**src/rtl/trigger_generator.sv**
```systemverilog
// ============================================================================
// trigger_generator
// ----------------------------------------------------------------------------
// Trigger sequencer that sits directly downstream of the trigger register
// interface. It turns start requests into trigger pulses that are delayed,
// grouped into bursts and optionally repeated periodically, all aligned to
// the sync strobe. Its outputs feed the ROC/TBM command encoder.
//
// A start request comes from a software pulse, a periodic tick or a pending
// external trigger. The sequencer waits 'delay' sync cycles, then fires
// max(burst,1) triggers spaced max(spacing,1) sync cycles apart.
//
// Ports:
//   clk         system clock
//   reset       asynchronous, active-high reset
//   sync        clock enable; state only advances on clk edges with sync=1
//   ctrl        [0] run (periodic mode), [1] ext_en (external trigger enable)
//   pulse       one-sync-period pulses: [0] start, [1] count_clear, [2] abort
//   period      periodic start interval in sync cycles (0 = no periodic starts)
//   delay       sync cycles from start to the first trigger
//   burst       triggers per sequence (0 behaves as 1)
//   spacing     sync cycles between burst triggers (0 behaves as 1)
//   trig_in     external trigger, already synchronous to clk
//   trig        trigger output, high for one sync period per trigger
//   busy        a sequence is in progress
//   trig_count  total triggers fired, wraps at 2^32
//   missed      (only with TRIGGER_GEN_MISSED_EN) saturating count of start
//               requests dropped because the block was busy or aborting
//
// Build option:
//   TRIGGER_GEN_MISSED_EN  adds the 'missed' output and its counter.
// ============================================================================
module trigger_generator (
    input  logic        clk,
    input  logic        reset,
    input  logic        sync,
    input  logic [31:0] ctrl,
    input  logic [31:0] pulse,
    input  logic [31:0] period,
    input  logic [15:0] delay,
    input  logic [7:0]  burst,
    input  logic [7:0]  spacing,
    input  logic        trig_in,
    output logic        trig,
    output logic        busy,
`ifdef TRIGGER_GEN_MISSED_EN
    output logic [15:0] missed,
`endif
    output logic [31:0] trig_count
);

    typedef enum logic [1:0] {
        IDLE  = 2'd0,
        DELAY = 2'd1,
        GAP   = 2'd2
    } state_t;

    state_t      state_q, state_d;
    logic [15:0] dcnt_q, dcnt_d;
    logic [7:0]  remaining_q, remaining_d;
    logic [31:0] pcnt_q, pcnt_d;
    logic        trig_q, trig_d;
    logic        busy_q, busy_d;
    logic [31:0] count_q, count_d;
    logic        extPending_q, extPending_d;
    logic        trigIn_q;

    logic        runEn;
    logic        periodTick;
    logic        extRise;
    logic        startReq;
    logic        fire;
    logic [7:0]  burstEff;
    logic [7:0]  spacingEff;

    // Control and pulse bits that this block does not use.
    logic        unusedBits;
    assign unusedBits = ^{ctrl[31:2], pulse[31:3]};

    // Zero burst/spacing values are treated as one.
    assign burstEff   = (burst   == 8'd0) ? 8'd1 : burst;
    assign spacingEff = (spacing == 8'd0) ? 8'd1 : spacing;

    // Periodic tick: pcnt runs 0..period-1 and ticks on the wrap, so the
    // first tick lands on the period-th sync edge after run is set.
    assign runEn      = ctrl[0] && (period != 32'd0);
    assign periodTick = runEn && (pcnt_q == period - 32'd1);

    // External rising edge, seen across consecutive clk samples.
    assign extRise    = trig_in && !trigIn_q && ctrl[1];

    assign startReq   = pulse[0] || periodTick || extPending_q;

`ifdef TRIGGER_GEN_MISSED_EN
    logic [15:0] missed_q, missed_d;
    logic        dropped;

    // A start is lost whenever it arrives while a sequence is running
    // (including the edge that returns to IDLE) or together with abort.
    assign dropped = sync && startReq && (pulse[2] || (state_q != IDLE));

    // Saturating miss counter; count_clear on a drop edge leaves it at 1,
    // mirroring how trig_count treats a clear on a fire edge.
    always_comb begin
        missed_d = missed_q;
        if (sync) begin
            if (pulse[1]) begin
                missed_d = dropped ? 16'd1 : 16'd0;
            end else if (dropped && (missed_q != 16'hFFFF)) begin
                missed_d = missed_q + 16'd1;
            end
        end
    end

    assign missed = missed_q;
`endif

    // Next-state logic for the sequencer. Everything except the external
    // edge capture is gated by sync; abort overrides fire and start.
    always_comb begin
        state_d      = state_q;
        dcnt_d       = dcnt_q;
        remaining_d  = remaining_q;
        pcnt_d       = pcnt_q;
        trig_d       = trig_q;
        busy_d       = busy_q;
        count_d      = count_q;
        extPending_d = extPending_q;
        fire         = 1'b0;

        if (sync) begin
            if (!runEn) begin
                pcnt_d = 32'd0;
            end else if (periodTick) begin
                pcnt_d = 32'd0;
            end else begin
                pcnt_d = pcnt_q + 32'd1;
            end

            if (pulse[2]) begin
                state_d = IDLE;
                trig_d  = 1'b0;
                busy_d  = 1'b0;
            end else begin
                case (state_q)
                    IDLE: begin
                        trig_d = 1'b0;
                        if (startReq) begin
                            dcnt_d      = delay;
                            remaining_d = burstEff;
                            state_d     = DELAY;
                            busy_d      = 1'b1;
                        end
                    end
                    DELAY, GAP: begin
                        if (dcnt_q == 16'd0) begin
                            fire        = 1'b1;
                            trig_d      = 1'b1;
                            count_d     = count_q + 32'd1;
                            remaining_d = remaining_q - 8'd1;
                            if (remaining_q == 8'd1) begin
                                state_d = IDLE;
                                busy_d  = 1'b0;
                            end else begin
                                dcnt_d  = {8'd0, spacingEff - 8'd1};
                                state_d = GAP;
                            end
                        end else begin
                            dcnt_d = dcnt_q - 16'd1;
                            trig_d = 1'b0;
                        end
                    end
                    default: begin
                        state_d = IDLE;
                        trig_d  = 1'b0;
                        busy_d  = 1'b0;
                    end
                endcase
            end

            // A clear on a fire edge keeps that fire in the count.
            if (pulse[1]) begin
                count_d = fire ? 32'd1 : 32'd0;
            end
        end

        // A new edge wins over the consuming sync edge so it is never lost.
        if (extRise) begin
            extPending_d = 1'b1;
        end else if (sync) begin
            extPending_d = 1'b0;
        end
    end

    // All sequencer state and registered outputs.
    always_ff @(posedge clk or posedge reset) begin
        if (reset) begin
            state_q      <= IDLE;
            dcnt_q       <= 16'd0;
            remaining_q  <= 8'd0;
            pcnt_q       <= 32'd0;
            trig_q       <= 1'b0;
            busy_q       <= 1'b0;
            count_q      <= 32'd0;
            extPending_q <= 1'b0;
            trigIn_q     <= 1'b0;
`ifdef TRIGGER_GEN_MISSED_EN
            missed_q     <= 16'd0;
`endif
        end else begin
            state_q      <= state_d;
            dcnt_q       <= dcnt_d;
            remaining_q  <= remaining_d;
            pcnt_q       <= pcnt_d;
            trig_q       <= trig_d;
            busy_q       <= busy_d;
            count_q      <= count_d;
            extPending_q <= extPending_d;
            trigIn_q     <= trig_in;
`ifdef TRIGGER_GEN_MISSED_EN
            missed_q     <= missed_d;
`endif
        end
    end

    assign trig       = trig_q;
    assign busy       = busy_q;
    assign trig_count = count_q;

endmodule

```
**config.mk**
```make
export PLATFORM = sky130hd
export DESIGN_NAME = trigger_generator
export DESIGN_NICKNAME = d
export VERILOG_FILES = /design/src/rtl/trigger_generator.sv
export SDC_FILE = /design/constraint.sdc
export NUM_CORES = 1
export LEC_CHECK = 0
export CAP_MARGIN = 10
export CORE_MARGIN = 5
export CORE_UTILIZATION = 45
export CTS_BUF_LIST = sky130_fd_sc_hd__clkbuf_8
export CTS_CLUSTER_SIZE = 40
export DETAILED_ROUTE_END_ITERATION = 8
export GPL_TIMING_DRIVEN = 0
export PLACE_DENSITY = 0.74
export SLEW_MARGIN = 5
export SYNTH_ARGS = -nofsm -noshare
export SYNTH_HDL_FRONTEND = slang
export SYNTH_SLANG_ARGS = --single-unit
```
**constraint.sdc**
```tcl
create_clock -name clk -period 4.4 [get_ports clk]
set_input_delay 0.88 -clock clk [delete_from_list [all_inputs] [get_ports clk]]
set_output_delay 0.88 -clock clk [all_outputs]
set_load 0.005 [all_outputs]
```
==> results.py, run 1 <==
metrics = {
    "floorplan": {
        "die-area_sq_mm": 0.0177,
        "die_x_um": 133,
        "core.rowCount": 45,
        "start_util_pct": 45.5,
        "core_sq_mm": 0.0150,
        "io_pins": 166,
        "fp.dieH_um": 133,
    },
    "worst_setup_path": {
        "critPathBufInv": 3,
        "path_class": "primary input to flop",
        "worstPathCellList": "clkdlybuf4s50_1, nor3_4, nand4_1, nor4_2, mux2i_1, o211a_1, nand4_1, o211ai_1, buf_2, buf_2, nand3_1, o2bb2ai_1",
        "r2r-start": "dcnt_q[7]",
        "critPathCaptureType": "flop",
        "crit_required_ns": 4.66,
        "critPathLaunchType": "primary input",
        "critPathLaunch": "period[5]",
        "path_delay_family": "simple AND/OR/NAND/NOR gates",
        "critPathSlowestCell": "clkdlybuf4s50_1",
        "crit_path_max_incr_delay_ns": 0.52,
        "cp_max_fo": 10,
        "cp.arrival_ns": 4.49,
    },
    "place": {
        "place_congestion": 0.908,
        "place_ws_ns": -0.422,
        "hpwl_um": 14400,
        "dp.cells": 1106,
        "io_buffers": 102,
    },
    "synthesis": {
        "synth-edff-count": 0,
        "synth_top_area_share_pct": 34.4,
        "synthCells": 815,
        "ys_warn_count": 0,
        "yosysTopAreaCell": "dfrtp_1",
        "ys_seq_elements": 94,
        "synthArstFlopShare_pct": 100,
        "synth.distinct_cells": 70,
        "avgSynthCellArea_sq_um": 8.38,
        "ys.flop_type": "dfrtp_1",
        "synth_area_sq_mm": 0.00683,
        "ys_seq_area_share_pct": 34.4,
        "synth_fp_nets": 958,
        "synth.top_cells.by_area": "dfrtp_1 34%, xor2_1 5.8%, xnor2_1 4.6%",
    },
    "clock_network": {
        "cts_sinks": 94,
        "ctsHoldBuffers": 0,
        "cts_buffers": 9,
        "h-tree-depth": 3,
        "clk_latency_ns": 0.39,
        "clk_pin_slew_ns": 0.09,
        "cts.path.max_buffers": 2,
        "cts_tree": "done",
        "cts-root-buf": "clkbuf_8",
    },
    "finish": {
        "final_common_cell": "clkdlybuf4s50_1",
        "num-fill-cells": 1399,
        "final_nets": 1073,
        "final_cell_mix": "102 x clkdlybuf4s50_1, 94 x dfrtp_1, 77 x nor2_1, 58 x nand3_1",
        "syn2layout_area_growth_pct": 22.0,
        "multi_input_area_sq_mm": 0.00414,
        "seqCellArea_sq_mm": 0.00235,
        "fin_cells": 1123,
        "drive_gt1_share_pct": 5.88,
        "finish.utilization_pct": 55.5,
        "antenna-diode-count": 0,
    },
    "sta": {
        "period_share_pct": 96.2,
        "rsz0062_at_grt": "false",
        "slew_viol_final": 0,
        "worst_slack_ns": 0.169,
        "clock_skew_ns": 0.0111,
        "fmax_mhz": 236,
        "maxSlewHeadroom_pct": 51.6,
        "tightest_slew_ns": 0.719,
        "setup_viol": 0,
        "final_hold_viol_count": 0,
        "min_period_ns": 4.23,
    },
    "worst_hold_path": {
        "hp-class": "flop to flop",
        "min_from": "trigIn_q",
    },
    "job": {
        "cap_violations": 0,
    },
    "grt": {
        "track_usage_pct": 21.2,
        "grt_first_pass_wirelength_um": 31500,
        "grt_max_degree": 61,
        "grt_pass1_vias": 6199,
        "antenna_found_initial": 0,
        "grt.overflow.total": 0,
    },
    "power_and_ir_drop": {
        "total_power_mw": 2.59,
        "power_density_mw_per_mm2": 310,
        "p_leak_nw": 3.12,
        "ir_worst_vdd_mv": 0.221,
    },
    "detailed_routing": {
        "drtIter0Drc": 380,
        "drcViolationCount": 0,
        "wire_per_inst_um": 16.9,
        "drtAntennaViolNets": 0,
        "num_vias": 6698,
        "firstDrtPassIters": 5,
        "vias_per_cell": 5.96,
        "routed_wl_um": 19000,
    },
    "status": {
        "status": "complete, no violations",
    },
}
==> worst register-to-register path, delay by kind of cell (launching register included) <==
family	cells	cell delay, ns
and+or+nand+nor	7	1.84
AOI/OAI and AO/OA	1	0.73
DFF	1	0.43
buffers and inverters	1	0.17
xor gates and xnor gates	1	0.16
==> cell usage after synthesis (6+ instances only) <==
master      n
dfrtp_1    94
nor2_1     77
nand3_1    58
inv_1      46
nand2_1    45
xor2_1     45
xnor2_1    36
nand4_1    34
a21oi_1    30
nor3_1     30
a31oi_1    27
clkbuf_1   26
o21ai_0    25
o22ai_1    21
o2bb2ai_1  19
nor4_1     17
and3_1     15
or3_1      15
ha_1       11
nand2b_1   11
mux2i_1    10
o31ai_1    10
o211ai_1    9
buf_2       7
a211oi_1    6
==> power by group <==
group	switching [mW]	leakage, nW	internal (mW)
registers	0.112	1.25	0.976
clock network	0.355	0.0903	0.218
logic	0.543	1.78	0.383
==> through the flow <==
step | hold WS [ns] | setup TNS (ns) | area [sq um]
after floorplan | 0.401 | 0 | 6830
after global placement | 0.407 | -52.61 | 8090
after detailed placement | 0.409 | -12.53 | 8120
after CTS | 0.429 | 0 | 8310
after global routing | 0.439 | 0 | 8340
final | 0.426 | 0 | 8340
==> state kept, by name, indices dropped and copies added (netlist names) <==
register and flops:
dcnt_q 16, state_q 2, remaining_q 8, trig 1
trigIn_q 1, busy 1, extPending_q 1, trig_count 32
pcnt_q 32
==> kinds of logic after synthesis <==
logic type / synth area share, %
compound gates: 18.4
xor+xnor: 10.4
fa+ha+maj: 2.01
buf+inv: 5.24
flops: 34.4
mux: 2.12
simple gates: 27.4
==> worst paths after layout <==
kind	to	slack [ns]	depth (start not counted)
worst max-delay path	dcnt_q[12]	0.17	12
worst min-delay path	extPending_q	0.43	1
worst max register to register	trig_count[31]	0.94	10
worst min register to register	extPending_q	0.43	1
max in group asynchronous	pcnt_q[16]	2.89	3
min in group asynchronous	trig_count[21]	0.85	2
==> metal layers <==
layer,GRT usage [%],wire length [um]
met5,0,0
met4,7.09,285
met2,33.3,8780
met3,3.10,1250
met1,30.1,8690
==> layout make-up <==
cell class              instances  share of cell area (%)
multi-input cells             636                    49.7
clock inverters                 7                   0.765
repair buffers                105                    12.8
inverters                      48                    2.19
well taps                     188                    2.82
plain buffers                  36                    2.09
flip-flops and latches         94                    28.2
clock buffers                   9                    1.49
==> repair_timing <==
action	CTS	global route
pin swaps	1	1
buffers inserted	0	2
setup endpoints to repair	5	35
gates cloned	0	0
gates resized for setup	0	3
Power figures use the tool's default switching activity.
==> run 2, diff against run 1 <==
ABC_CLOCK_PERIOD_IN_PS = 3900   (was not set)
clock period = 3.9 ns   (was 4.4 ns; I/O delays follow)
==> results.py, run 2 (synthesized netlist as in run 1, its figures left out) <==
metrics = {
    "worst_setup_path": {
        "path_class": "primary input to flop",
        "endpoint": "dcnt_q[12]",
        "ff2ff_setup_slack_ns": 0.43,
        "crit_required_ns": 4.16,
        "critPathCaptureType": "flop",
        "critPathLaunch": "period[12]",
        "critPathLaunchType": "primary input",
        "cp_max_fo": 10,
        "reg2reg_depth": 10,
        "cp.arrival_ns": 4.03,
        "r2r-end": "trig_count[31]",
        "r2r-start": "dcnt_q[7]",
    },
    "clock_network": {
        "cts-root-buf": "clkbuf_8",
        "cts_tree": "done",
        "cts_buffers": 9,
        "clk_latency_ns": 0.39,
        "cts_sinks": 94,
        "clk_pin_slew_ns": 0.09,
        "h-tree-depth": 3,
        "cts.path.max_buffers": 2,
    },
    "place": {
        "hpwl_um": 14400,
        "io_buffers": 102,
        "place_congestion": 0.908,
    },
    "power_and_ir_drop": {
        "power_density_mw_per_mm2": 347,
        "p_leak_nw": 3.21,
        "total_power_mw": 2.95,
        "ir_worst_vdd_mv": 0.240,
    },
    "finish": {
        "num-fill-cells": 1378,
        "syn2layout_area_growth_pct": 24.2,
        "final_nets": 1082,
        "antenna-diode-count": 0,
        "final_cell_mix": "99 x clkdlybuf4s50_1, 94 x dfrtp_1, 76 x nor2_1, 58 x nand3_1",
        "multi_input_area_sq_mm": 0.00420,
        "seqCellArea_sq_mm": 0.00235,
        "final_common_cell": "clkdlybuf4s50_1",
        "drive_gt1_share_pct": 7.73,
    },
    "sta": {
        "fmax_mhz": 265,
        "maxSlewHeadroom_pct": 49.6,
        "min_period_ns": 3.77,
        "whs_ns": 0.427,
        "slew_viol_final": 0,
        "tightest_slew_ns": 0.749,
        "clock_skew_ns": 0.0116,
        "setup_viol": 0,
        "period_share_pct": 96.7,
        "final_hold_viol_count": 0,
    },
    "detailed_routing": {
        "drtIter0Drc": 439,
        "firstDrtPassIters": 5,
        "routed_wl_um": 19300,
        "vias_per_cell": 5.97,
        "drtAntennaViolNets": 0,
        "drcViolationCount": 0,
        "num_vias": 6758,
        "wire_per_inst_um": 17.1,
    },
    "floorplan": {
        "die-area_sq_mm": 0.0177,
        "start_util_pct": 45.5,
        "die_x_um": 133,
        "core_sq_mm": 0.0150,
        "io_pins": 166,
        "fp.dieH_um": 133,
        "core.rowCount": 45,
    },
    "grt": {
        "antenna_found_initial": 0,
        "grt_pass1_vias": 6274,
        "grt_first_pass_wirelength_um": 31700,
        "grt.overflow.total": 0,
        "grt_max_degree": 61,
        "track_usage_pct": 21.4,
    },
    "worst_hold_path": {
        "hp-class": "flop to flop",
        "min_path_cells": 1,
    },
    "status": {
        "status": "complete, no violations",
    },
    "job": {
        "cap_violations": 0,
    },
}
-- run 2: cell count changes in the layout (fill, tap and decap cells not counted), sizes merged --
cell	delta
clkdlybuf4s50	-3
clkdlybuf4s15	+1
buf	+5
clkbuf	+3
dlymetal6s2s	+3
-- run 2: worst min path at each step --
stage / endpoint / start
after floorplan: extPending_q / trigIn_q
final: extPending_q / trigIn_q
after global placement: extPending_q / trigIn_q
after CTS: extPending_q / trigIn_q
after detailed placement: extPending_q / trigIn_q
after global routing: extPending_q / trigIn_q
-- run 2: what timing repair did --
action / 4_1_cts / 5_1_grt
pin swaps: 3 / 5
endpoints found under the setup margin: 49 / 39
buffers inserted: 4 / 6
gates resized for setup: 9 / 13
hold buffers: 0 / 0
cloned: 0 / 1
-- run 2: worst max-delay path: stages --
cell	delay (ns)
clkdlybuf4s50_1	0.55
nor3_4	0.35
nand2_2	0.19
nor4_2	0.40
mux2i_2	0.35
o211a_1	0.19
nand4_1	0.18
o211ai_1	0.36
buf_4	0.21
clkbuf_4	0.21
nand3_1	0.10
o2bb2ai_1	0.15
-- run 2: metrics by stage --
stage                     utilization (%)  cells  cell area [sq um]  TNS (ns)  worst slack (ns)
after global routing                 56.4   1132               8490  -0.00187          -0.00187
final                                56.4   1132               8490         0             0.128
after detailed placement             54.0   1106               8120    -35.74            -0.822
after floorplan                         -    815               6830         0             0.544
after CTS                            55.7   1125               8380         0            0.0104
after global placement               53.8   1105               8090   -113.18            -0.853
-- run 2: per-layer routing --
metal / wire length (um) / vias up / track usage [%]
li1: - / 3273 / -
met4: 340 / 0 / 7.66
met2: 8990 / 244 / 33.7
met5: 0 / - / 0
met3: 1190 / 33 / 2.98
met1: 8820 / 3208 / 30.1
-- run 2: where the power goes --
| part | internal [mW] | switching [mW] |
|---|---|---|
| clock | 0.246 | 0.399 |
| combinational | 0.451 | 0.621 |
| sequential | 1.10 | 0.128 |
-- run 2: layout make-up --
class                      count  share of cell area [%]
timing repair buffer         114                    13.5
sequential                    94                    27.7
tap                          188                    2.77
clock buffer                   9                    1.46
buffer                        36                    2.17
multi-input combinational    636                    49.5
inverter                      48                    2.15
clock inverter                 7                   0.752
==> run 3, diff against run 2 <==
--- a/config.mk
+++ b/config.mk
@@ -8,4 +8,5 @@
 export ABC_CLOCK_PERIOD_IN_PS = 3900
 export CAP_MARGIN = 10
+export CORE_ASPECT_RATIO = 1.2
 export CORE_MARGIN = 5
 export CORE_UTILIZATION = 45
==> constraint.sdc (replaced) <==
create_clock -name clk -period 3.9 [get_ports clk]
set_input_delay 0.39 -clock clk [delete_from_list [all_inputs] [get_ports clk]]
set_output_delay 0.39 -clock clk [all_outputs]
set_load 0.005 [all_outputs]
==> results.py, run 3 (synthesized netlist as in run 1, its figures left out) <==
metrics = {
    "sta": {
        "clock_skew_ns": 0.0157,
        "slew_viol_final": 0,
        "min_period_ns": 3.66,
        "maxSlewHeadroom_pct": 49.5,
        "fmax_mhz": 274,
        "period_share_pct": 93.7,
        "final_hold_viol_count": 0,
        "tightest_slew_ns": 0.750,
        "rsz0062_at_grt": "false",
        "setup_viol": 0,
    },
    "worst_setup_path": {
        "reg2reg_depth": 9,
        "critical_path_cell_count": 14,
        "worst_path_most_repeated_cell": "buf_2",
        "path_class": "primary input to flop",
        "path_delay_family": "simple AND/OR/NAND/NOR gates",
        "cp.arrival_ns": 3.89,
        "crit_path_max_incr_delay_ns": 0.48,
        "critPathBufInv": 4,
        "critPathLaunchType": "primary input",
        "worstPathCellList": "clkdlybuf4s50_1, inv_1, ha_1, nor4b_4, xor2_1, and4b_1, o22ai_1, nor4_1, nand4_1, o211ai_1, buf_2, buf_2, nand3_1, o2bb2ai_1",
        "critPathCaptureType": "flop",
        "ff2ff_setup_slack_ns": 0.59,
        "cp_max_fo": 10,
        "critPathSlowestCell": "clkdlybuf4s50_1",
        "crit_required_ns": 4.14,
        "r2r-start": "dcnt_q[10]",
        "r2r-end": "trig_count[31]",
    },
    "clock_network": {
        "cts.path.max_buffers": 2,
        "cts_sinks": 94,
        "clk_pin_slew_ns": 0.10,
        "ctsHoldBuffers": 0,
        "h-tree-depth": 3,
        "cts_tree": "done",
        "clk_latency_ns": 0.37,
        "cts-root-buf": "clkbuf_8",
        "cts_buffers": 9,
    },
    "grt": {
        "antenna_found_initial": 0,
        "grt_first_pass_wirelength_um": 30900,
        "track_usage_pct": 21.2,
        "grt_pass1_vias": 6306,
        "grt_max_degree": 52,
        "grt.overflow.total": 0,
    },
    "place": {
        "hpwl_um": 14700,
        "io_buffers": 102,
        "dp.cells": 1122,
        "place_congestion": 0.918,
    },
    "worst_hold_path": {
        "hp-class": "primary input to flop",
        "min_path_cells": 2,
        "min_from": "sync",
        "min_to": "pcnt_q[0]",
    },
    "job": {
        "cap_violations": 0,
    },
    "floorplan": {
        "die-area_sq_mm": 0.0178,
        "core.rowCount": 49,
        "fp.dieH_um": 145,
        "io_pins": 166,
        "start_util_pct": 45.7,
        "core_sq_mm": 0.0150,
        "die_x_um": 122,
    },
    "power_and_ir_drop": {
        "total_power_mw": 2.89,
        "ir_worst_vdd_mv": 0.230,
        "power_density_mw_per_mm2": 346,
        "p_leak_nw": 3.11,
    },
    "detailed_routing": {
        "drcViolationCount": 0,
        "num_vias": 6662,
        "firstDrtPassIters": 5,
        "wire_per_inst_um": 16.8,
        "vias_per_cell": 5.85,
        "routed_wl_um": 19100,
        "drtIter0Drc": 399,
        "drtAntennaViolNets": 0,
    },
    "finish": {
        "final_common_cell": "clkdlybuf4s50_1",
        "final_cell_mix": "102 x clkdlybuf4s50_1, 94 x dfrtp_1, 77 x nor2_1, 58 x nand3_1, 46 x inv_1",
        "syn2layout_area_growth_pct": 21.9,
        "antenna-diode-count": 0,
        "drive_gt1_share_pct": 5.56,
        "fin_cells": 1139,
        "final_nets": 1073,
    },
    "status": {
        "status": "complete, no violations",
    },
}
## run 3: layout make-up
class	instances	area, sq um
multi-input combinational	636	4130
buffer	36	174
clock buffer	9	124
timing repair buffer	105	1060
sequential	94	2350
inverter	48	183
clock inverter	7	48.8
fill	1451	6630
tap	204	255
## run 3: how the worst max path moves through the flow
stage / start / slack, ns / endpoint
floorplan: period[3] / 0.93 / pcnt_q[1]
global placement: reset / -0.51 / pcnt_q[27]
detailed placement: period[0] / -0.37 / dcnt_q[4]
CTS: period[0] / 0.009 / dcnt_q[4]
global route: period[0] / 0.02 / dcnt_q[10]
finish: period[0] / 0.24 / dcnt_q[4]
## run 3: timing repair
item / CTS / global route
gates resized for setup: 0 / 1
endpoints found under the setup margin: 0 / 42
buffers inserted: 0 / 2
hold endpoints to repair: 0 / 0
## run 3: layer usage
metal / vias up / global-route usage (%) / share of wire [%]
met1: 3147 / 27.0 / 43
met2: 232 / 36.4 / 49
met3: 28 / 3.35 / 5.5
met5: - / 0 / 0
met4: 0 / 7.17 / 2.1
li1: 3255 / - / -
## run 3: stage by stage
step	hold slack (ns)	instance area [sq um]	setup slack (ns)	TNS (ns)	utilization [%]
global placement	0.406	8110	-0.511	-55.24	54.2
global route	0.394	8330	0.0209	0	55.7
floorplan	0.401	6830	0.934	0	-
CTS	0.382	8310	0.00875	0	55.6
finish	0.397	8330	0.245	0	55.7
detailed placement	0.410	8140	-0.372	-10.57	54.4
## run 3: report_power, final
| group | switching (mW) | leakage [nW] | internal, mW | total, mW |
|---|---|---|---|---|
| clock network | 0.371 | 0.0834 | 0.233 | 0.604 |
| logic | 0.618 | 1.78 | 0.432 | 1.05 |
| registers | 0.131 | 1.25 | 1.10 | 1.23 |
| total | 1.12 | 3.11 | 1.77 | 2.89 |
